===== config.mk =====
export PLATFORM = sky130hd
export DESIGN_NAME = sau_sequencer_flat
export DESIGN_NICKNAME = d
export VERILOG_FILES = /design/src/rtl/sau_pkg.sv /design/src/rtl/sau_sequencer_if.sv /design/src/rtl/sau_skew_feeder.sv /design/src/rtl/sau_sequencer.sv /design/src/flat_wrapper.sv
export SDC_FILE = /design/constraint.sdc
export NUM_CORES = 1
export LEC_CHECK = 0
export ABC_AREA = 1
export BUFFER_PORTS_ARGS = -buffer_cell sky130_fd_sc_hd__clkbuf_2
export CORE_AREA = 2 2 260 262
export CTS_BUF_LIST = sky130_fd_sc_hd__clkbuf_16
export CTS_CLUSTER_SIZE = 12
export DETAILED_ROUTE_END_ITERATION = 6
export DIE_AREA = 0 0 262 264
export PLACE_DENSITY_LB_ADDON = 0.08
export SYNTH_ARGS = -nofsm -noshare
export SYNTH_HDL_FRONTEND = slang
export SYNTH_HIERARCHICAL = 1
export SYNTH_SLANG_ARGS = --single-unit

===== constraint.sdc =====
create_clock -name clk -period 1.6 [get_ports clk]
set_input_delay 0 -clock clk [delete_from_list [all_inputs] [get_ports clk]]
set_output_delay 0 -clock clk [all_outputs]
set_load 0.05 [all_outputs]

===== src/rtl/sau_pkg.sv =====
// Shared types and constant helpers for the systolic-array operand sequencer.
// Optional feature macro used across the slice: SAU_ACCUM_EN.
package sau_pkg;

    typedef enum logic [2:0] {
        StIdle,
        StClear,
        StFeed,
        StDrain,
        StRsp
    } sau_state_e;

    // Number of FEED cycles needed to push an NxN skewed operand wave through.
    function automatic int unsigned sau_feed_cycles(input int unsigned n);
        return 3 * n - 2;
    endfunction

    // Flat element index of (r,c) in a row-major packed NxN matrix.
    function automatic int unsigned sau_elem_idx(input int unsigned r, input int unsigned c,
                                                 input int unsigned n);
        return r * n + c;
    endfunction

endpackage


===== src/rtl/sau_sequencer_if.sv =====
// Request/response handshake bundle between a requester and the sau_sequencer.
// req_accum exists only when SAU_ACCUM_EN is defined.
interface sau_sequencer_if #(
    parameter int unsigned MATRIX_SIZE = 2,
    parameter int unsigned DATA_SIZE   = 32,
    parameter int unsigned TAG_WIDTH   = 8
) ();

    localparam int unsigned MAT_W = MATRIX_SIZE * MATRIX_SIZE * DATA_SIZE;

    logic                 req_valid;
    logic                 req_ready;
    logic [MAT_W-1:0]     req_a;
    logic [MAT_W-1:0]     req_b;
    logic [TAG_WIDTH-1:0] req_tag;
`ifdef SAU_ACCUM_EN
    logic                 req_accum;
`endif
    logic                 rsp_valid;
    logic                 rsp_ready;
    logic [MAT_W-1:0]     rsp_data;
    logic [TAG_WIDTH-1:0] rsp_tag;

    modport master (
        output req_valid, req_a, req_b, req_tag,
`ifdef SAU_ACCUM_EN
        output req_accum,
`endif
        output rsp_ready,
        input  req_ready, rsp_valid, rsp_data, rsp_tag
    );

    modport slave (
        input  req_valid, req_a, req_b, req_tag,
`ifdef SAU_ACCUM_EN
        input  req_accum,
`endif
        input  rsp_ready,
        output req_ready, rsp_valid, rsp_data, rsp_tag
    );

endinterface


===== src/rtl/sau_skew_feeder.sv =====
// Combinational diagonal-skew generator: row i / column j of the array see
// element k of their operand stream at step t = i + k (resp. j + k).
module sau_skew_feeder
    import sau_pkg::*;
#(
    parameter int unsigned MATRIX_SIZE = 2,
    parameter int unsigned DATA_SIZE   = 32,
    parameter int unsigned STEP_W      = 3
) (
    input  logic [MATRIX_SIZE*MATRIX_SIZE*DATA_SIZE-1:0] mat_a,
    input  logic [MATRIX_SIZE*MATRIX_SIZE*DATA_SIZE-1:0] mat_b,
    input  logic [STEP_W-1:0]                            step,
    input  logic                                         feed_en,
    output logic [MATRIX_SIZE*DATA_SIZE-1:0]             arr_a,
    output logic [MATRIX_SIZE*DATA_SIZE-1:0]             arr_b
);

    always_comb begin
        arr_a = '0;
        arr_b = '0;
        if (feed_en) begin
            for (int unsigned i = 0; i < MATRIX_SIZE; i++) begin
                for (int unsigned k = 0; k < MATRIX_SIZE; k++) begin
                    // Row i carries A[i][k]; column i carries B[k][i].
                    if (32'(step) == i + k) begin
                        arr_a[i*DATA_SIZE +: DATA_SIZE] =
                            mat_a[sau_elem_idx(i, k, MATRIX_SIZE)*DATA_SIZE +: DATA_SIZE];
                        arr_b[i*DATA_SIZE +: DATA_SIZE] =
                            mat_b[sau_elem_idx(k, i, MATRIX_SIZE)*DATA_SIZE +: DATA_SIZE];
                    end
                end
            end
        end
    end

endmodule


===== src/rtl/sau_sequencer.sv =====
// Operand sequencer / result collector for the NxN output-stationary systolic array.
// Define SAU_ACCUM_EN to add req_accum, which skips the accumulator clear.
module sau_sequencer
    import sau_pkg::*;
#(
    parameter int unsigned MATRIX_SIZE = 2,
    parameter int unsigned DATA_SIZE   = 32,
    parameter int unsigned TAG_WIDTH   = 8,
    parameter int unsigned DRAIN_LAT   = 1
) (
    input  logic                                         clk,
    input  logic                                         reset_n,
    sau_sequencer_if.slave                               bus,
    output logic                                         arr_clear,
    output logic [MATRIX_SIZE*DATA_SIZE-1:0]             arr_a,
    output logic [MATRIX_SIZE*DATA_SIZE-1:0]             arr_b,
    input  logic [MATRIX_SIZE*MATRIX_SIZE*DATA_SIZE-1:0] arr_result,
    output logic                                         busy
);

    localparam int unsigned MAT_W   = MATRIX_SIZE * MATRIX_SIZE * DATA_SIZE;
    localparam int unsigned STEP_W  = $clog2(3 * MATRIX_SIZE - 1);
    localparam int unsigned DRAIN_W = (DRAIN_LAT > 1) ? $clog2(DRAIN_LAT) : 1;
    localparam logic [STEP_W-1:0]  LAST_T     = STEP_W'(sau_feed_cycles(MATRIX_SIZE) - 1);
    localparam logic [DRAIN_W-1:0] LAST_DRAIN = DRAIN_W'(DRAIN_LAT - 1);

    sau_state_e           state_q, state_d;
    logic [STEP_W-1:0]    t_q, t_d;
    logic [DRAIN_W-1:0]   drain_q, drain_d;
    logic [MAT_W-1:0]     a_q, b_q;
    logic [TAG_WIDTH-1:0] tag_q;
    logic [MAT_W-1:0]     rsp_data_q;
    logic [TAG_WIDTH-1:0] rsp_tag_q;
    logic                 accum;
    logic                 accept;
    logic                 capture;
    logic                 feed_en;

`ifdef SAU_ACCUM_EN
    assign accum = bus.req_accum;
`else
    assign accum = 1'b0;
`endif

    assign accept  = (state_q == StIdle) && bus.req_valid;
    assign capture = (state_q == StDrain) && (drain_q == LAST_DRAIN);

    // State register
    always_ff @(posedge clk or negedge reset_n) begin
        if (!reset_n) begin
            state_q <= StIdle;
        end else begin
            state_q <= state_d;
        end
    end

    // Next-state logic
    always_comb begin
        state_d = state_q;
        unique case (state_q)
            StIdle:  if (bus.req_valid) state_d = accum ? StFeed : StClear;
            StClear: state_d = StFeed;
            StFeed:  if (t_q == LAST_T) state_d = StDrain;
            StDrain: if (drain_q == LAST_DRAIN) state_d = StRsp;
            StRsp:   if (bus.rsp_ready) state_d = StIdle;
            default: state_d = StIdle;
        endcase
    end

    // Output logic
    always_comb begin
        bus.req_ready = 1'b0;
        bus.rsp_valid = 1'b0;
        arr_clear     = 1'b0;
        feed_en       = 1'b0;
        busy          = 1'b1;
        unique case (state_q)
            StIdle: begin
                bus.req_ready = 1'b1;
                busy          = 1'b0;
            end
            StClear: arr_clear     = 1'b1;
            StFeed:  feed_en       = 1'b1;
            StDrain: ;
            StRsp:   bus.rsp_valid = 1'b1;
            default: ;
        endcase
    end

    // Step counters sit at zero outside their state, so entry always starts at 0.
    assign t_d     = (state_q == StFeed)  ? t_q + STEP_W'(1)      : '0;
    assign drain_d = (state_q == StDrain) ? drain_q + DRAIN_W'(1) : '0;

    always_ff @(posedge clk or negedge reset_n) begin
        if (!reset_n) begin
            t_q        <= '0;
            drain_q    <= '0;
            a_q        <= '0;
            b_q        <= '0;
            tag_q      <= '0;
            rsp_data_q <= '0;
            rsp_tag_q  <= '0;
        end else begin
            t_q     <= t_d;
            drain_q <= drain_d;
            if (accept) begin
                a_q   <= bus.req_a;
                b_q   <= bus.req_b;
                tag_q <= bus.req_tag;
            end
            if (capture) begin
                rsp_data_q <= arr_result;
                rsp_tag_q  <= tag_q;
            end
        end
    end

    assign bus.rsp_data = rsp_data_q;
    assign bus.rsp_tag  = rsp_tag_q;

    sau_skew_feeder #(
        .MATRIX_SIZE (MATRIX_SIZE),
        .DATA_SIZE   (DATA_SIZE),
        .STEP_W      (STEP_W)
    ) u_skew_feeder (
        .mat_a   (a_q),
        .mat_b   (b_q),
        .step    (t_q),
        .feed_en (feed_en),
        .arr_a   (arr_a),
        .arr_b   (arr_b)
    );

endmodule


===== src/flat_wrapper.sv =====
// flat-port wrapper written by rule: the top's interface ports become plain ports
module sau_sequencer_flat import sau_pkg::*;
#(
    parameter int unsigned MATRIX_SIZE = 2,
    parameter int unsigned DATA_SIZE   = 32,
    parameter int unsigned TAG_WIDTH   = 8,
    parameter int unsigned DRAIN_LAT   = 1
)
  (clk, reset_n, arr_clear, arr_a, arr_b, arr_result, busy, bus_req_valid, bus_req_a, bus_req_b, bus_req_tag, bus_rsp_ready, bus_req_ready, bus_rsp_valid, bus_rsp_data, bus_rsp_tag);
  sau_sequencer_if #(.MATRIX_SIZE(MATRIX_SIZE), .DATA_SIZE(DATA_SIZE), .TAG_WIDTH(TAG_WIDTH)) bus_i ();
  input  logic clk;
  input  logic reset_n;
  output logic arr_clear;
  output logic [MATRIX_SIZE*DATA_SIZE-1:0] arr_a;
  output logic [MATRIX_SIZE*DATA_SIZE-1:0] arr_b;
  input  logic [MATRIX_SIZE*MATRIX_SIZE*DATA_SIZE-1:0] arr_result;
  output logic busy;
  input wire logic [$bits(bus_i.req_valid)-1:0] bus_req_valid;
  input wire logic [$bits(bus_i.req_a)-1:0] bus_req_a;
  input wire logic [$bits(bus_i.req_b)-1:0] bus_req_b;
  input wire logic [$bits(bus_i.req_tag)-1:0] bus_req_tag;
  input wire logic [$bits(bus_i.rsp_ready)-1:0] bus_rsp_ready;
  output wire logic [$bits(bus_i.req_ready)-1:0] bus_req_ready;
  output wire logic [$bits(bus_i.rsp_valid)-1:0] bus_rsp_valid;
  output wire logic [$bits(bus_i.rsp_data)-1:0] bus_rsp_data;
  output wire logic [$bits(bus_i.rsp_tag)-1:0] bus_rsp_tag;
  assign bus_i.req_valid = bus_req_valid;
  assign bus_i.req_a = bus_req_a;
  assign bus_i.req_b = bus_req_b;
  assign bus_i.req_tag = bus_req_tag;
  assign bus_i.rsp_ready = bus_rsp_ready;
  assign bus_req_ready = bus_i.req_ready;
  assign bus_rsp_valid = bus_i.rsp_valid;
  assign bus_rsp_data = bus_i.rsp_data;
  assign bus_rsp_tag = bus_i.rsp_tag;
  sau_sequencer #(.MATRIX_SIZE(MATRIX_SIZE), .DATA_SIZE(DATA_SIZE), .TAG_WIDTH(TAG_WIDTH), .DRAIN_LAT(DRAIN_LAT)) u_core (.clk(clk), .reset_n(reset_n), .bus(bus_i), .arr_clear(arr_clear), .arr_a(arr_a), .arr_b(arr_b), .arr_result(arr_result), .busy(busy));
endmodule

==> summary.md, run 1 <==
| Metric | Value |
|---|---|
| Setup violators final | 209 |
| DRT Pass-1 Iters | 5 |
| Final hold violations | 0 |
| Final period util | 131% |
| Crit path kind | reg2out |
| Initial Utilization | 27.4% |
| Core footprint | 66600 sq um |
| Post-DP Area | 24800 sq um |
| Number of global-route vias before repair | 20.7k |
| I/O Pins | 664 |
| Cell-by-cell trace of the critical path | nor2_4 -> buf_12 -> buf_12 -> buf_16 -> nand3_1 -> a21oi_2 -> buf_12 |
| Maximum vdd drop | 0.00125 V |
| Reg clk slew, reported paths | 0.06 ns |
| Leakage power | 16.2 nW |
| Max Cap Viol | 0 |
| Reg2Reg Setup Slack | -0.09 ns |
| Non-Filler Instances | 4232 |
| Yosys reg bits | 407 |
| First-pass GRT wire length | 122000 um |
| Clock sinks | 407 |
| Via density | 4.77 |
| Setup crit end kind | output pin |
| Area growth, synth to finish | 80.2% |
| Worst-Margin Slew | 0.556 ns |
| CTS tree | yes |
| RePlAce Congestion | 0.876 |
| Mapped Cells | 2220 |
| Share of cells above drive strength 1 | 33.4% |
| CTS Root Cell | clkbuf_16 |
| Average wire per cell in the routed design | 19.6 um |
| Overall Global Routing Usage | 22.5% |
| Initial antenna violation count | 6 |
| Final setup skew | 0.0161 ns |
| Worst Hold Class | in2async |
| Post-DRT Antenna Nets | 0 |
| CP Max Fanout | 13 |
| Cts bufs inserted | 49 |
| Critical path required time | 1.60 ns |
| Max frequency | 477 MHz |
| RSZ-0062 raised after global routing | yes |
| R2R Path Start | u_core/state_q[0]$_DFFE_PN0P_ |
| Via count | 20.2k |
| Slowest CP cell | dfrtp_2 |
| PwrDens | 2020 nW/um^2 |
| Synth warn | 6 |
| Die width | 262 um |
| Pwr Total | 0.0664 W |
| # DRC | 0 |
| H-tree levels | 2 |
| Grt ovf | 0 |
| Dpl hpwl | 52700 um |
| Crit path largest cell delay | 0.42 ns |
| Min Tclk post-route | 2.10 ns |
| Worst slew margin | 62.9% |
| Final worst slack | -0.496 ns |
| Chip height | 264 um |
| FF-to-FF path depth | 9 |
| Reg-to-Reg End | u_core/b_q[83]$_DFFE_PN0P_ |
| Die area | 69200 sq um |
| IO Port Bufs | 663 |
| Kind of start point of the critical path | register |
| Sequential element share of the synthesized area | 55.8% |
| Failing checks | negative setup slack |
| Final instance area | 32900 sq um |
| Starting DRT DRC Count | 1264 |
| Cell mode on critical path | buf_12 |
| Slew Viols, Final | 0 |
| Mapped Area | 18300 sq um |
| Mapped Avg Cell Area | 8.22 sq um |
| Largest net degree at the start of global routing | 92 |
| Longest Clk Path Bufs | 3 |
| Mapped Nets | 2618 |
| Netlist cell types | 20 |
| Status | finished with violations |
| Final nets | 3716 |
| DP Cell Count | 3684 |
| FP Rows | 95 |
| Total Routed Length | 83000 um |
| Clock latency at the later pin of the worst-skew pair | 0.58 ns |
| Crit path DAT | 2.10 ns |
==> timing repair <==
item	CTS	global route
hold buffers	396	0
gates cloned	6	18
pin swaps	26	88
endpoints found under the setup margin	132	431
buffers inserted	3	36
endpoints found under the hold margin	802	0
gates resized for setup	168	203
==> registers in the layout, indices dropped and copies added, names as in the netlist <==
| register | count |
|---|---|
| u_core/a_q | 128 |
| u_core/b_q | 128 |
| u_core/bus.rsp_data | 128 |
| u_core/bus.rsp_tag | 8 |
| u_core/drain_q | 1 |
| u_core/state_q | 3 |
| u_core/t_q | 3 |
| u_core/tag_q | 8 |
==> layout make-up <==
class,count,area (sq um)
repair buffers,1241,11800
clock inverters,37,370
well taps,873,1090
fillers,6312,33700
multi-input cells,1597,8030
diodes,4,10.0
clock buffers,51,1280
flip-flops and latches,407,10200
inverters,22,120
==> power by group <==
part,switching (W),internal (W),total (W),leakage [nW]
clock network,0.00458,0.00701,0.0116,0.856
logic,0.0235,0.0130,0.0366,10.3
registers,0.00293,0.0153,0.0183,5.03
==> metrics by stage <==
step	setup slack (ns)	utilization, %	setup TNS, ns	hold slack (ns)
floorplan	-0.302	-	-36.67	-0.296
global placement	-0.0555	37.3	-0.322	-0.0669
detailed placement	-0.0418	37.3	-0.205	-0.0612
CTS	-0.596	47.0	-69.25	0.108
global route	-0.599	49.4	-89.47	0.145
finish	-0.496	49.4	-58.70	0.135
==> cells by family (layout without fill, tap and decap cells) <==
kind of cell	count (synthesis)	after routing	share of synthesized area, %
buf+inv	216	1351	6.22
simple gates	1450	1450	33.9
other cells	0	4	0
flops	407	407	55.8
fa+ha+maj	2	2	0.137
compound gates	145	145	3.97
==> layout by cell type, fill, tap and decap left out, types with 56 or more instances in the layout <==
master	count
a21oi_2	98
buf_12	157
buf_4	78
clkbuf_16	67
clkbuf_2	530
dfrtp_1	405
dlygate4sd3_1	395
nand2_1	912
nand3_1	384
nand3_2	56
nand4_1	65
==> cell usage after synthesis <==
| library cell | n | area, sq um |
|---|---|---|
| nand3b_1 | 1 | 7.51 |
| o21ai_0 | 9 | 45.0 |
| clkbuf_1 | 45 | 169 |
| inv_1 | 17 | 63.8 |
| buf_4 | 20 | 150 |
| buf_1 | 4 | 15.0 |
| nand2_1 | 915 | 3430 |
| buf_2 | 110 | 551 |
| a21oi_1 | 136 | 681 |
| nor2_1 | 15 | 56.3 |
| dfrtp_1 | 407 | 10200 |
| inv_2 | 5 | 18.8 |
| nand2_2 | 1 | 6.26 |
| nor2_2 | 1 | 6.26 |
| ha_1 | 2 | 25.0 |
| nand3_1 | 450 | 2250 |
| nor2_4 | 1 | 11.3 |
| nor3_1 | 1 | 5.00 |
| buf_6 | 15 | 169 |
| nand4_1 | 65 | 407 |
==> layer usage <==
metal  share of wire [%]  GRT usage, %  wire length, um  up-vias
met5               0.029             0               24        -
met2                  50          38.5            41400      636
met3                 4.8          3.63             3990      152
met4                 3.1          7.73             2600        4
met1                  42          28.6            35000     9910
li1                    -             -                -     9491
==> worst max-delay path: cells and delay by family (launching register included) <==
family	cells	cell delay [ns]
DFF	1	0.42
buffers and inverters	4	0.60
AOI/OAI and AO/OA	1	0.22
and+or+nand+nor	2	0.28
==> worst max-delay path by stage <==
stage                                   from        end  slack (ns)
2_1_floorplan  u_core/state_q[0]$_DFFE_PN0P_  arr_a[36]       -0.30
3_3_place_gp         u_core/t_q[2]$_DFF_PN0_  arr_b[31]       -0.06
3_5_place_dp         u_core/t_q[0]$_DFF_PN0_  arr_a[41]       -0.04
4_1_cts              u_core/t_q[2]$_DFF_PN0_  arr_a[33]       -0.60
5_1_grt              u_core/t_q[1]$_DFF_PN0_  arr_a[61]       -0.60
6_report             u_core/t_q[1]$_DFF_PN0_  arr_b[28]       -0.50
(Power assumes the default switching activity.)
==> run 2, diff against run 1 <==
==> constraint.sdc (replaced) <==
create_clock -name clk -period 1.6 [get_ports clk]
set_input_delay 0.16 -clock clk [delete_from_list [all_inputs] [get_ports clk]]
set_output_delay 0.16 -clock clk [all_outputs]
set_load 0.05 [all_outputs]
==> run 2 against run 1 <==
Against the previous run: via count rose by 2.3%; global-route usage grew 0.21 points; design area is 6.9% higher; combinational power is 13% higher; largest cell class unchanged; die area stayed put; clock-buffer cell count rose by 2; first-iteration DRC count grew 7.5%; highest routed layer unchanged; critical endpoint is now arr_b[2]; clock skew increased by 0.0024 ns; sequential share of layout area is 2.0 points lower; critical path type unchanged; the run still ends with negative setup slack left; routed wire length up 5.8%; maximum frequency fell by 7.2%.
==> summary.md, run 2 (synthesis results as in run 1) <==
| Metric | Value |
|---|---|
| Uppermost layer routed | met5 |
| Starting DRT DRC Count | 1359 |
| Worst slew margin | 71.5% |
| Slew Viols, Final | 0 |
| Crit path DAT | 2.10 ns |
| Final worst slack | -0.659 ns |
| RePlAce Congestion | 0.940 |
| Final hold violations | 0 |
| Max Cap Viol | 0 |
| Worst-Margin Slew | 0.428 ns |
| Final instance area | 35200 sq um |
| Initial Utilization | 27.4% |
| Crit path kind | reg2out |
| Kind of start point of the critical path | register |
| Commonest non-fill, non-tap cells in the layout | nand2_1, clkbuf_2, dfrtp_1 |
| # fillers | 6111 |
| Status | finished with violations |
| Die area | 69200 sq um |
| Commonest non-fill, non-tap cell in the layout | nand2_1 |
| CTS Root Cell | clkbuf_16 |
| Min Tclk post-route | 2.26 ns |
| Clock latency at the later pin of the worst-skew pair | 0.59 ns |
| Wire length on met3 | 4860 um |
| FP Rows | 95 |
| Chip height | 264 um |
| Final setup skew | 0.0185 ns |
| Final nets | 3762 |
| Die width | 262 um |
| Number of global-route vias before repair | 21.0k |
| First-pass GRT wire length | 122000 um |
| Maximum vdd drop | 0.00113 V |
| H-tree levels | 2 |
| Setup crit end kind | output pin |
| Cts bufs inserted | 51 |
| Setup violators final | 236 |
| PwrDens | 2020 nW/um^2 |
| Post-DP Area | 25300 sq um |
| CTS tree | yes |
| Total Routed Length | 87800 um |
| Average wire per cell in the routed design | 20.5 um |
| I/O Pins | 664 |
| Dpl hpwl | 54500 um |
| Largest net degree at the start of global routing | 85 |
| Leakage power | 16.9 nW |
| IO Port Bufs | 663 |
| # DRC | 0 |
| Via density | 4.82 |
| Initial antenna violation count | 13 |
| Post-DRT Antenna Nets | 0 |
| Share of cells above drive strength 1 | 38.3% |
| Overall Global Routing Usage | 22.7% |
| Longest Clk Path Bufs | 3 |
| Via count | 20.7k |
| CP Max Fanout | 5 |
| Critical path required time | 1.44 ns |
| Met1 wire length | 37100 um |
| Routed wl met2 | 42700 um |
| DRT Pass-1 Iters | 5 |
| WHS | 0.0922 ns |
| Failing checks | negative setup slack |
| Area growth, synth to finish | 92.7% |
| Reg clk slew, reported paths | 0.05 ns |
| Clock sinks | 407 |
| Core footprint | 66600 sq um |
| Final period util | 141% |
| Grt ovf | 0 |
| Max frequency | 443 MHz |
| RSZ-0062 raised after global routing | yes |
| Worst Hold Class | in2async |
[run 2: cell types whose count changed in the layout (fill, tap and decap cells not counted), moves of 32 or more]
| cell | change |
|---|---|
| nand3_1 | -82 |
| nand3_2 | +59 |
| a21oi_4 | +55 |
| a21oi_2 | -51 |
| nand2_1 | -50 |
| nand2_2 | +32 |
[run 2: where the power goes]
part | switching [W] | internal [W] | total [W]
Clock | 0.00459 | 0.00640 | 0.0110
Sequential | 0.00349 | 0.0153 | 0.0188
Combinational | 0.0256 | 0.0158 | 0.0413
[run 2: area by class of cell]
| cell class | instances | area (sq um) | share of cell area, % |
|---|---|---|---|
| Timing Repair Buffer | 1285 | 12900 | 36.6 |
| Sequential cell | 407 | 10200 | 29.0 |
| Multi-Input combinational cell | 1597 | 9310 | 26.5 |
| Clock buffer | 53 | 1330 | 3.77 |
| Tap cell | 873 | 1090 | 3.10 |
| Clock inverter | 39 | 240 | 0.683 |
| Inverter | 22 | 143 | 0.405 |
| Antenna cell | 9 | 22.5 | 0.0640 |
[run 2: path summary, 6_finish.rpt]
path / start / to / slack, ns / depth (start not counted)
worst max-delay path: u_core/t_q[2]$_DFF_PN0_ / arr_b[2] / -0.66 / 8
worst min-delay path: reset_n / u_core/bus.rsp_data[36]$_DFFE_PN0P_ / 0.09 / 2
worst max register to register: u_core/state_q[2]$_DFFE_PN0P_ / u_core/bus.rsp_data[38]$_DFFE_PN0P_ / -0.08 / 10
worst min register to register: u_core/b_q[26]$_DFFE_PN0P_ / u_core/b_q[26]$_DFFE_PN0P_ / 0.47 / 2
max in group asynchronous: reset_n / u_core/bus.rsp_data[18]$_DFFE_PN0P_ / 0.77 / 3
min in group clk: bus_req_valid / u_core/a_q[88]$_DFFE_PN0P_ / 0.12 / 4
[run 2: routing by layer]
| layer | vias to the layer above | global-route usage (%) |
|---|---|---|
| li1 | 9622 | - |
| met1 | 10100 | 28.8 |
| met2 | 702 | 37.9 |
| met3 | 213 | 4.45 |
| met4 | 8 | 8.78 |
| met5 | - | 0 |
[run 2: timing repair]
action | CTS | global route
buffers inserted | 10 | 24
hold endpoints to repair | 761 | 0
endpoints found under the setup margin | 206 | 306
pin swaps | 70 | 105
cloned | 10 | 52
gates resized for setup | 256 | 372
hold buffers | 394 | 0
[run 2: through the flow]
stage                     setup slack, ns  TNS [ns]  total power, W  std cells  util, %
after CTS                          -0.716    -83.16          0.0647       4204     48.5
final                              -0.659    -80.81          0.0712       4285     52.9
after global placement             -0.233     -7.59          0.0500       3699     38.0
after detailed placement           -0.229     -7.74          0.0502       3699     38.0
after floorplan                    -0.442    -37.80          0.0383       2220        -
after global routing               -0.742   -106.10          0.0750       4285     52.9
[run 2: critical path, stage by stage, from the launching register on]
cell	delay, ns
dfrtp_1	0.40
nor2_4	0.15
buf_8	0.16
clkbuf_16	0.19
clkbuf_16	0.15
nand3_2	0.06
a21oi_2	0.14
buf_4	0.14
buf_12	0.13
